## config.mk

```make
export PLATFORM = sky130hd
export DESIGN_NAME = core_regs_banked_flat
export DESIGN_NICKNAME = d
export VERILOG_FILES = /design/src/rtl/core_regs_banked_pkg.sv /design/src/rtl/core_regs_banked_if.sv /design/src/rtl/core_regs_banked_copy.sv /design/src/rtl/core_regs_banked.sv /design/src/flat_wrapper.sv
export SDC_FILE = /design/constraint.sdc
export NUM_CORES = 2
export LEC_CHECK = 0
export BUFFER_PORTS_ARGS = -buffer_cell sky130_fd_sc_hd__buf_2
export CORE_AREA = 2 2 289 363
export CTS_CLUSTER_SIZE = 40
export DETAILED_ROUTE_END_ITERATION = 8
export DIE_AREA = 0 0 291 365
export GPL_ROUTABILITY_DRIVEN = 1
export PLACE_DENSITY = 0.7
export SYNTH_ARGS = -nofsm -noshare
export SYNTH_HDL_FRONTEND = slang
export SYNTH_SLANG_ARGS = --single-unit
```

## constraint.sdc

```tcl
create_clock -name clk -period 6.25 [get_ports clk]
set_input_delay 0.3125 -clock clk [delete_from_list [all_inputs] [get_ports clk]]
set_output_delay 0.3125 -clock clk [all_outputs]
set_load 0.01 [all_outputs]
```

## src/rtl/core_regs_banked_pkg.sv

```systemverilog
`default_nettype none
// ============================================================================
// Module      : core_regs_banked_pkg
// Description : Shared core types for the banked architectural register file.
//               Holds the word/ptr/reg_num types, the psr_mode encodings, the
//               PC register number, the physical register index type and the
//               (reg_num, psr_mode) -> physical entry banking function.
// Revision    : 1.0 - initial release
// ============================================================================
package core_regs_banked_pkg;

    typedef logic [31:0] word_t;
    typedef logic [29:0] ptr_t;
    typedef logic [3:0]  reg_num_t;

    typedef enum logic [4:0] {
        MODE_USR = 5'h10,
        MODE_FIQ = 5'h11,
        MODE_IRQ = 5'h12,
        MODE_SVC = 5'h13,
        MODE_ABT = 5'h17,
        MODE_UND = 5'h1B,
        MODE_SYS = 5'h1F
    } psr_mode_e;

    localparam reg_num_t REG_PC = 4'd15;

    // Bank 0 maps r0-r15 onto entries 0-15 by identity, so entry 15 is a
    // hole (r15 is never stored). FIQ bank follows, then four 2-entry
    // banks for IRQ/SVC/ABT/UND.
    function automatic int phys_count(input bit bank_fiq);
        return 16 + 7 * int'(bank_fiq) + 2 * (5 - int'(bank_fiq));
    endfunction

    localparam int PHYS_MAX = phys_count(1'b1);

    typedef logic [$clog2(PHYS_MAX)-1:0] phys_reg_num_t;

    function automatic phys_reg_num_t bank_map(
        input reg_num_t   r,
        input logic [4:0] mode,
        input bit         bank_fiq
    );
        int idx;
        int fiq_lo;
        int fiq_size;
        int slot;
        fiq_lo   = bank_fiq ? 8 : 13;
        fiq_size = bank_fiq ? 7 : 2;
        idx      = int'(r);
        slot     = -1;
        case (mode)
            MODE_FIQ: begin
                if (int'(r) >= fiq_lo && r != REG_PC) begin
                    idx = 16 + int'(r) - fiq_lo;
                end
            end
            MODE_IRQ: slot = 0;
            MODE_SVC: slot = 1;
            MODE_ABT: slot = 2;
            MODE_UND: slot = 3;
            default:  slot = -1;
        endcase
        if (slot >= 0 && (r == 4'd13 || r == 4'd14)) begin
            idx = 16 + fiq_size + 2 * slot + int'(r) - 13;
        end
        return phys_reg_num_t'(idx);
    endfunction

endpackage
`default_nettype wire

```

## src/rtl/core_regs_banked_if.sv

```systemverilog
`default_nettype none
// ============================================================================
// Module      : core_regs_banked_if
// Description : Port bundle of the banked register file.
//               Read side : rd_r[NUM_READ], rd_mode -> rd_value[NUM_READ]
//               Write side: wr_r, wr_mode, wr_enable, wr_value -> wr_current
//               PC side   : pc_visible in, branch / branch_target out
//               Status    : ready (clear sequence finished)
//               master = core driving the file, slave = register file.
// Revision    : 1.0 - initial release
// ============================================================================
interface core_regs_banked_if
    import core_regs_banked_pkg::*;
#(
    parameter int NUM_READ = 2,
    parameter int WORD_W   = 32
);
    reg_num_t [NUM_READ-1:0]              rd_r;
    logic [4:0]                           rd_mode;
    reg_num_t                             wr_r;
    logic [4:0]                           wr_mode;
    logic                                 wr_enable;
    logic [WORD_W-1:0]                    wr_value;
    logic [WORD_W-3:0]                    pc_visible;
    logic [NUM_READ-1:0][WORD_W-1:0]      rd_value;
    logic [WORD_W-1:0]                    wr_current;
    logic                                 branch;
    logic [WORD_W-3:0]                    branch_target;
    logic                                 ready;

    modport master (
        output rd_r, rd_mode, wr_r, wr_mode, wr_enable, wr_value, pc_visible,
        input  rd_value, wr_current, branch, branch_target, ready
    );

    modport slave (
        input  rd_r, rd_mode, wr_r, wr_mode, wr_enable, wr_value, pc_visible,
        output rd_value, wr_current, branch, branch_target, ready
    );
endinterface
`default_nettype wire

```

## src/rtl/core_regs_banked_copy.sv

```systemverilog
`default_nettype none
// ============================================================================
// Module      : core_regs_banked_copy
// Description : One 1R1W RAM copy with registered (synchronous) read and
//               write-first bypass.
//               clk     in  clock
//               i_we    in  write strobe
//               i_waddr in  write entry
//               i_wdata in  write data
//               i_raddr in  read entry, sampled on posedge
//               o_rdata out read data, one cycle after i_raddr
// Revision    : 1.0 - initial release
// ============================================================================
module core_regs_banked_copy #(
    parameter int DEPTH  = 31,
    parameter int WORD_W = 32,
    parameter int ADDR_W = 5
) (
    input  wire logic              clk,
    input  wire logic              i_we,
    input  wire logic [ADDR_W-1:0] i_waddr,
    input  wire logic [WORD_W-1:0] i_wdata,
    input  wire logic [ADDR_W-1:0] i_raddr,
    output logic      [WORD_W-1:0] o_rdata
);
    // No reset on the array or read register: maps onto block RAM.
    logic [WORD_W-1:0] r_mem [DEPTH];
    logic [WORD_W-1:0] r_rdata;

    always_ff @(posedge clk) begin
        if (i_we) begin
            r_mem[i_waddr] <= i_wdata;
        end
        // The array read sees the pre-write contents, so a same-edge write
        // to the read entry is forwarded explicitly.
        if (i_we && (i_waddr == i_raddr)) begin
            r_rdata <= i_wdata;
        end else begin
            r_rdata <= r_mem[i_raddr];
        end
    end

    assign o_rdata = r_rdata;

endmodule
`default_nettype wire

```

## src/rtl/core_regs_banked.sv

```systemverilog
`default_nettype none
// ============================================================================
// Module      : core_regs_banked
// Description : Mode-banked architectural register file, NUM_READ read ports
//               and one write port. One RAM copy per read port, all written
//               in lockstep. r15 is not stored: reads return pc_visible and
//               writes raise a one-cycle branch. After reset a clear
//               sequencer zeroes every entry; ready rises when it finishes.
//               clk  in  clock
//               rst  in  synchronous active-high reset
//               bus  core_regs_banked_if.slave (see interface for signals)
// Revision    : 1.0 - initial release
// ============================================================================
module core_regs_banked
    import core_regs_banked_pkg::*;
#(
    parameter int NUM_READ = 2,
    parameter int WORD_W   = 32,
    parameter int BANK_FIQ = 1
) (
    input wire logic          clk,
    input wire logic          rst,
    core_regs_banked_if.slave bus
);
    localparam bit            c_bank_fiq = (BANK_FIQ != 0);
    localparam int            PHYS       = phys_count(c_bank_fiq);
    localparam phys_reg_num_t c_last_idx = phys_reg_num_t'(PHYS - 1);

    localparam logic [0:0] S_CLEAR = 1'b0;
    localparam logic [0:0] S_RUN   = 1'b1;

    logic [0:0]    r_state;
    logic [0:0]    w_state_nxt;
    phys_reg_num_t r_clr_idx;
    logic          w_clearing;
    logic          w_ready;

    // ---------------- clear FSM ----------------
    always_ff @(posedge clk) begin
        if (rst) begin
            r_state <= S_CLEAR;
        end else begin
            r_state <= w_state_nxt;
        end
    end

    always_comb begin
        w_state_nxt = r_state;
        case (r_state)
            S_CLEAR: begin
                if (r_clr_idx == c_last_idx) begin
                    w_state_nxt = S_RUN;
                end
            end
            S_RUN:   w_state_nxt = S_RUN;
            default: w_state_nxt = S_CLEAR;
        endcase
    end

    always_comb begin
        w_clearing = 1'b0;
        w_ready    = 1'b0;
        case (r_state)
            S_CLEAR: w_clearing = 1'b1;
            S_RUN:   w_ready    = 1'b1;
            default: w_clearing = 1'b1;
        endcase
    end

    always_ff @(posedge clk) begin
        if (rst) begin
            r_clr_idx <= '0;
        end else if (w_clearing) begin
            r_clr_idx <= r_clr_idx + phys_reg_num_t'(1);
        end
    end

    // ---------------- write path ----------------
    logic              w_user_wr;
    logic              w_pc_wr;
    logic              w_ram_we;
    phys_reg_num_t     w_ram_waddr;
    logic [WORD_W-1:0] w_ram_wdata;

    assign w_user_wr   = w_ready & bus.wr_enable;
    assign w_pc_wr     = w_user_wr & (bus.wr_r == REG_PC);
    assign w_ram_we    = w_clearing | (w_user_wr & ~w_pc_wr);
    assign w_ram_waddr = w_clearing ? r_clr_idx
                                    : bank_map(bus.wr_r, bus.wr_mode, c_bank_fiq);
    assign w_ram_wdata = w_clearing ? '0 : bus.wr_value;

    logic              r_branch;
    logic [WORD_W-3:0] r_branch_target;
    logic [WORD_W-1:0] r_wr_current;

    always_ff @(posedge clk) begin
        if (rst) begin
            r_branch        <= 1'b0;
            r_branch_target <= '0;
            r_wr_current    <= '0;
        end else begin
            // Re-evaluated every edge: back-to-back r15 writes keep it high.
            r_branch <= w_pc_wr;
            if (w_pc_wr) begin
                r_branch_target <= bus.wr_value[WORD_W-1:2];
            end
            if (w_user_wr) begin
                r_wr_current <= bus.wr_value;
            end
        end
    end

    assign bus.branch        = r_branch;
    assign bus.branch_target = r_branch_target;
    assign bus.wr_current    = r_wr_current;
    assign bus.ready         = w_ready;

    // ---------------- read path ----------------
    // r_rd_live masks RAM data for reads sampled during the clear sequence,
    // whose RAM output may still be uninitialised.
    logic                 r_rd_live;
    logic [NUM_READ-1:0]  r_rd_is_pc;
    logic [WORD_W-3:0]    r_pc;
    logic [WORD_W-1:0]    w_ram_q [NUM_READ];

    always_ff @(posedge clk) begin
        if (rst) begin
            r_rd_live  <= 1'b0;
            r_rd_is_pc <= '0;
            r_pc       <= '0;
        end else begin
            r_rd_live <= w_ready;
            r_pc      <= bus.pc_visible;
            for (int i = 0; i < NUM_READ; i++) begin
                r_rd_is_pc[i] <= (bus.rd_r[i] == REG_PC);
            end
        end
    end

    generate
        for (genvar gi = 0; gi < NUM_READ; gi++) begin : g_rd_copy
            core_regs_banked_copy #(
                .DEPTH  (PHYS),
                .WORD_W (WORD_W),
                .ADDR_W ($bits(phys_reg_num_t))
            ) u_copy (
                .clk     (clk),
                .i_we    (w_ram_we),
                .i_waddr (w_ram_waddr),
                .i_wdata (w_ram_wdata),
                .i_raddr (bank_map(bus.rd_r[gi], bus.rd_mode, c_bank_fiq)),
                .o_rdata (w_ram_q[gi])
            );
        end
    endgenerate

    always_comb begin
        for (int i = 0; i < NUM_READ; i++) begin
            bus.rd_value[i] = '0;
            if (r_rd_live) begin
                bus.rd_value[i] = r_rd_is_pc[i] ? {r_pc, 2'b00} : w_ram_q[i];
            end
        end
    end

endmodule
`default_nettype wire

```

## src/flat_wrapper.sv

```systemverilog
// flat-port wrapper written by rule: the top's interface ports become plain ports
module core_regs_banked_flat import core_regs_banked_pkg::*;
#(
    parameter int NUM_READ = 2,
    parameter int WORD_W   = 32,
    parameter int BANK_FIQ = 1
)
  (clk, rst, bus_rd_r, bus_rd_mode, bus_wr_r, bus_wr_mode, bus_wr_enable, bus_wr_value, bus_pc_visible, bus_rd_value, bus_wr_current, bus_branch, bus_branch_target, bus_ready);
  core_regs_banked_if #(.NUM_READ(NUM_READ), .WORD_W(WORD_W)) bus_i ();
  input wire logic clk;
  input wire logic rst;
  input wire logic [$bits(bus_i.rd_r)-1:0] bus_rd_r;
  input wire logic [$bits(bus_i.rd_mode)-1:0] bus_rd_mode;
  input wire logic [$bits(bus_i.wr_r)-1:0] bus_wr_r;
  input wire logic [$bits(bus_i.wr_mode)-1:0] bus_wr_mode;
  input wire logic [$bits(bus_i.wr_enable)-1:0] bus_wr_enable;
  input wire logic [$bits(bus_i.wr_value)-1:0] bus_wr_value;
  input wire logic [$bits(bus_i.pc_visible)-1:0] bus_pc_visible;
  output wire logic [$bits(bus_i.rd_value)-1:0] bus_rd_value;
  output wire logic [$bits(bus_i.wr_current)-1:0] bus_wr_current;
  output wire logic [$bits(bus_i.branch)-1:0] bus_branch;
  output wire logic [$bits(bus_i.branch_target)-1:0] bus_branch_target;
  output wire logic [$bits(bus_i.ready)-1:0] bus_ready;
  assign bus_i.rd_r = bus_rd_r;
  assign bus_i.rd_mode = bus_rd_mode;
  assign bus_i.wr_r = bus_wr_r;
  assign bus_i.wr_mode = bus_wr_mode;
  assign bus_i.wr_enable = bus_wr_enable;
  assign bus_i.wr_value = bus_wr_value;
  assign bus_i.pc_visible = bus_pc_visible;
  assign bus_rd_value = bus_i.rd_value;
  assign bus_wr_current = bus_i.wr_current;
  assign bus_branch = bus_i.branch;
  assign bus_branch_target = bus_i.branch_target;
  assign bus_ready = bus_i.ready;
  core_regs_banked #(.NUM_READ(NUM_READ), .WORD_W(WORD_W), .BANK_FIQ(BANK_FIQ)) u_core (.clk(clk), .rst(rst), .bus(bus_i));
endmodule
```

* Word-level counts from Yosys, hierarchy flattened
Memories as Yosys holds them, arrays and structs flattened. A register that Yosys moved wholly into a read port is not among the register bits.
Index checks and enable logic that the tools add are counted.
** Storage, ports and cells
- Output and inout port bits :: 128
- Memory bits (writable) :: 1984
- Input bits :: 87
- Logic and storage cells :: 91
- Register bits :: 102
- Memories :: 2
** Memories
- u_core.g_rd_copy[0].u_copy.r_mem :: depth 31, bits a word 32, rd ports 1, clocked after memory_dff 1, wr ports 1, line core_regs_banked_copy.sv:27 : logic [WORD_W-1:0] r_mem [DEPTH];
- u_core.g_rd_copy[1].u_copy.r_mem :: depth 31, bits a word 32, rd ports 1, clocked after memory_dff 1, wr ports 1, line core_regs_banked_copy.sv:27
** Cells by class
- Muxes and demuxes :: 23
- Order comparisons :: 5
- Reductions and logical operators :: 9
- Equality and inequality tests :: 23
- Bitwise operators :: 6
- Add/sub/neg operators :: 15
** Operators with widths (number)
- case mux 32 bit (4 select lines) :: 2
- two-way mux 32 bit :: 5
- >= comparator 32 x 1 -> 1 bit (second input constant) :: 2
- == test 5 bit (second input constant) :: 11
- two-way mux 5 bit :: 10
- == test 4 bit (second input constant) :: 9
- adder 5 x 4 -> 5 bit (first input constant) :: 3
- adder 5 bit :: 3
- subtractor 5 x 4 -> 5 bit (second input constant) :: 3
- subtractor 5 bit (second input constant) :: 3
- >= comparator 4 bit (second input constant) :: 3
- != test 4 bit (second input constant) :: 3
- adder 5 bit (first input constant) :: 2
- logical AND 1 bit :: 6
- adder 5 x 1 -> 5 bit (second input constant) :: 1
- two-way mux 1 bit :: 5
- bitwise AND 1 bit :: 3
- logical OR 1 bit :: 3
- NOT 1 bit :: 2
- case mux 1 bit (2 select lines) :: 1
- bitwise OR 1 bit :: 1

* Longest topological paths before layout
- Depth after elaboration :: 8
- Gate-level depth with buffers :: 14
- Depth with buffers taken out :: 13

* Hierarchy
Synthesis repeated with hierarchy kept, for this count alone.
** Second synthesis, totals
- Cell total of the unflattened synthesis :: 4420
- Area total of the unflattened synthesis :: 81609.5 µm²
** Modules (own cells, without submodules)
- core_regs_banked_copy :: area each 38145.3 µm², instances 2, seq. area each 29888.7 µm², cells each 1888
- core_regs_banked :: area each 5318.9 µm², instances 1, seq. area each 2042.0 µm², cells each 644

* Worst setup path after synthesis
OpenSTA, ideal clock, no wires.
- Path type :: input to register
- From :: input bus_wr_mode[0]
- To :: memory u_core.g_rd_copy[1].u_copy.r_mem[12][0], enable pin
- Library setup time :: 0.461 ns
- Stages on the path :: 14
- Data required time :: 5.789 ns
- Data arrival time :: 4.537 ns
- Setup slack :: 1.252 ns
- Buffers on the path :: 2
- Cells stage by stage :: a21boi_0 nor2_1 nor3_1 ha_1 inv_1 ha_1 inv_1 fa_1 nor2b_1 a2bb2oi_1 and2_1 clkbuf_1 buf_2 nor3_1
** Between the ends
- Word-level cells in the longest chain between the ends :: 7
- Elaborated cells between the ends (all ways) :: 14
- Classes of those cells :: add/sub: 3; order compare: 1; eq/ne: 5; mux: 4; reduce/logical: 1
** Ends and longest elaborated chain
- from (decl) :: line flat_wrapper.sv:15 : input wire logic [$bits(bus_i.wr_mode)-1:0] bus_wr_mode;
- == test 5 bit :: line core_regs_banked_pkg.sv:52 : case (mode)
- case mux 32 bit (4 select lines) :: line core_regs_banked_pkg.sv:52
- adder 5 bit (2 in a row) :: line core_regs_banked_pkg.sv:65 : idx = 16 + fiq_size + 2 * slot + int'(r) - 13;
- subtractor 5 bit :: line core_regs_banked_pkg.sv:65
- two-way mux 5 bit (*) :: line core_regs_banked_pkg.sv:64 : if (slot >= 0 && (r == 4'd13 || r == 4'd14)) begin
- two-way mux 5 bit (*) :: line core_regs_banked.sv:88 : assign w_ram_waddr = w_clearing ? r_clr_idx
- to (decl) :: line core_regs_banked_copy.sv:27
Every way passes the cells marked *; elsewhere a longest branch is shown, timed or not.

==> out/qor.txt <==
GRT overflow -> 0
Row count -> 132
Die area -> 0.1062 mm2
Crit. End Element -> output port
CP Max Fanout -> 57
Arrival @ worst endpoint -> 4.43 ns
Setup TNS -> 0 ns
Seq/Total Area, Yosys -> 62.77%
Synth warn -> 0
Buf/Inv on CP -> 2
DRC -> 0
Pin count of the biggest net entering global routing -> 98
Share of post-route cells with drive strength above 1 -> 29.86%
DR WL/cell -> 31.17 um
Starting Density -> 49.60%
Crit path max-delay family -> buffers and inverters
CTS resizes -> 0
Sinks on Clock Net -> 1104
Syn Nets -> 3064
Post-CTS Setup Inserts -> 0
Die Width -> 291 um
Setup violators final -> 0
Vias in the first global route -> 31558
Actual slew at the worst max-slew pin -> 1.358 ns
Rel. slew slack -> 9.441%
P_sw -> 3.554 mW
Post-DP HPWL -> 92.01 mm
Worst-Skew Late Latency -> 0.72 ns
Port bufs -> 214
Max_cap viols -> 0
CP Data Required Time -> 5.94 ns
Tcrit/Tclk final -> 75.96%
Share of total power in the clock network -> 42.1%
Peak per-stage delay on the critical path -> 0.99 ns
Area growth syn-to-layout -> 13.37%
Ys async rst share -> 0%
Sw Share -> 22.26%
Pleak -> 19.03 nW
Die Span Y -> 365 um
CTS tree -> done
Post-synthesis cell count -> 2956
Sequential Power Share -> 51.0%
Class of the worst hold path -> input port to flop
Total power draw -> 15.96 mW
Syn Std Cell Area -> 0.05103 mm2
Core Region -> 0.1029 mm2
Tot GR Track Use -> 27.17%
First drt pass iteration count -> 6
Clock transition at path regs -> 0.07 ns
NumNets Final -> 3314
Total internal power -> 12.41 mW
Via count -> 31052
Crit-path cells -> buf_4 -> mux4_2 -> mux2i_1 -> a22o_1 -> o41ai_1 -> buf_2
Post-route ant nets -> 0
Initial antenna violation count -> 5
Final hold vios -> 0
Maximum vdd drop -> 0.2106 mV
Util after Layout -> 56.23%
Register area -> 0.03206 mm2
Clock Path Buffers -> 3
First-pass GRT wire length -> 211.4 mm
Post-synth top flop -> edfxtp_1
Critical path class -> flop to output port
Routability cong. -> 0.9011
Synth cell types -> 60
Fillers -> 7742
Initial DRC count -> 3793
Max frequency -> 0.2106 GHz
Final wirelength -> 144.4 mm
Comb power frac -> 7.0%
CP Launch Type -> flop
H-tree depth -> 3
Mean Syn Cell Area -> 17.26 um2
Number of I/O pins -> 215
Clock Skew -> 0.02448 ns
Synth Register Bits -> 1104
Run status -> finished, final reports clean
Final Max Slew Viols -> 0
Cts hold-fix bufs -> 70
Critical path's slowest cell -> dfxtp_4
RSZ-0062 raised after global routing -> false
Root Driver -> clkbuf_16
Post-synth EDFFs -> 992
Minimum clock period -> 4.747 ns
Pwr dens -> 275.9 mW/mm2
Multi-input logic area -> 0.01789 mm2
Num CTS Buffers -> 107
Vias/cell -> 6.702
## Yosys cell counts (all sizes together) (26+ instances only)
library cell / n / area [um2]
a211oi: 44 / 330.3
a21oi: 72 / 360.4
a22o: 63 / 551.8
and2: 53 / 331.6
buf: 128 / 817.0
clkbuf: 100 / 376.6
dfxtp: 112 / 2242
edfxtp: 992 / 29790
mux2i: 184 / 1842
mux4: 441 / 9932
nand2: 201 / 754.5
nor2: 66 / 247.7
nor2b: 66 / 412.9
nor3: 60 / 300.3
o21ai: 78 / 390.4
o22ai: 26 / 162.7
## worst register-to-register path: cells and delay by family (launching register included)
family | cells | cell delay [ns]
and+or+nand+nor | 3 | 2.56
buffers and inverters | 1 | 0.38
AOI/OAI and AO/OA | 1 | 0.32
DFF | 1 | 0.84
## flip-flops by register name, indices dropped and copies added, names as in the netlist, named ones only
signal	flops
u_core.r_rd_is_pc	2
u_core.bus.branch_target	30
u_core.bus.wr_current	32
u_core.bus.branch	1
u_core.r_pc	30
u_core.r_state	1
u_core.r_clr_idx	5
u_core.g_rd_copy.u_copy.r_mem	992
u_core.r_rd_live	1
## cell type report
cell class,count,area share [%]
inverters,23,0.1492
clock buffers,128,4.890
diodes,1,0.004325
clock inverters,67,1.358
flip-flops and latches,1104,55.41
multi-input cells,1601,30.92
well taps,1340,2.898
repair buffers,369,4.364
## logic make-up (layout without fill, tap and decap cells)
family	after synthesis	in the layout	synth area share [%]
other	0	1	0
muxes	645	645	23.51
adders and majority gates	22	22	0.5786
DFF	1104	1104	62.77
xor gates and xnor gates	11	11	0.1888
and+or+nand+nor	515	515	4.845
buffers and inverters	251	587	2.508
AOI/OAI and AO/OA	408	408	5.600
## worst paths after layout
path | depth (start not counted) | slack (ns) | startpoint | to
setup reg to reg | 5 | 1.83 | u_core.r_state | u_core.g_rd_copy[1].u_copy.r_mem[17][19]
setup / recovery | 6 | 1.50 | flop | bus_rd_value[52]
hold / removal | 4 | 0.08 | bus_rd_mode[1] | flop
hold reg to reg | 2 | 0.46 | u_core.bus.wr_current[28] | u_core.bus.wr_current[28]
## cells in the final DEF, fill, tap and decap left out, drive strengths merged, types with 20 or more instances in the layout
cell	n
a211oi	44
a21oi	72
a22o	63
a22oi	20
and2	53
buf	299
clkbuf	128
clkinv	35
dfxtp	112
dlygate4sd3	70
edfxtp	992
inv	33
mux2	20
mux2i	184
mux4	441
nand2	201
nand2b	23
nor2	66
nor2b	66
nor3	60
o21ai	78
o22ai	26
## stage by stage
stage                     instance area, um2  hold slack, ns  std cells  setup WS, ns
final                                  57860         0.07697       4633         1.503
after global routing                   57850         0.07456       4632         1.422
after CTS                              57850         0.02264       4632         1.516
after detailed placement               53540          0.4444       4367         1.711
after global placement                 53540          0.4397       4367         1.677
after floorplan                        51030          0.3402       2956         1.252
## power by group through the flow
stage               Sequential (mW)  Combinational, mW  Clock (mW)
finish                         8.13               1.12        6.71
global placement               8.28               1.06           0
global route                   8.14               1.18        7.06
floorplan                      8.22              0.799           0
detailed placement             8.29               1.07           0
CTS                            8.13               1.11        6.79
## routing by layer
layer	track usage [%]	vias up	part of all wire (%)
li1	-	12671	-
met4	10.94	2	3.9
met5	0	-	0.0090
met2	44.30	1944	48
met1	36.22	16138	38
met3	5.423	297	9.8
Note: power is estimated with default switching activity, not from simulation.
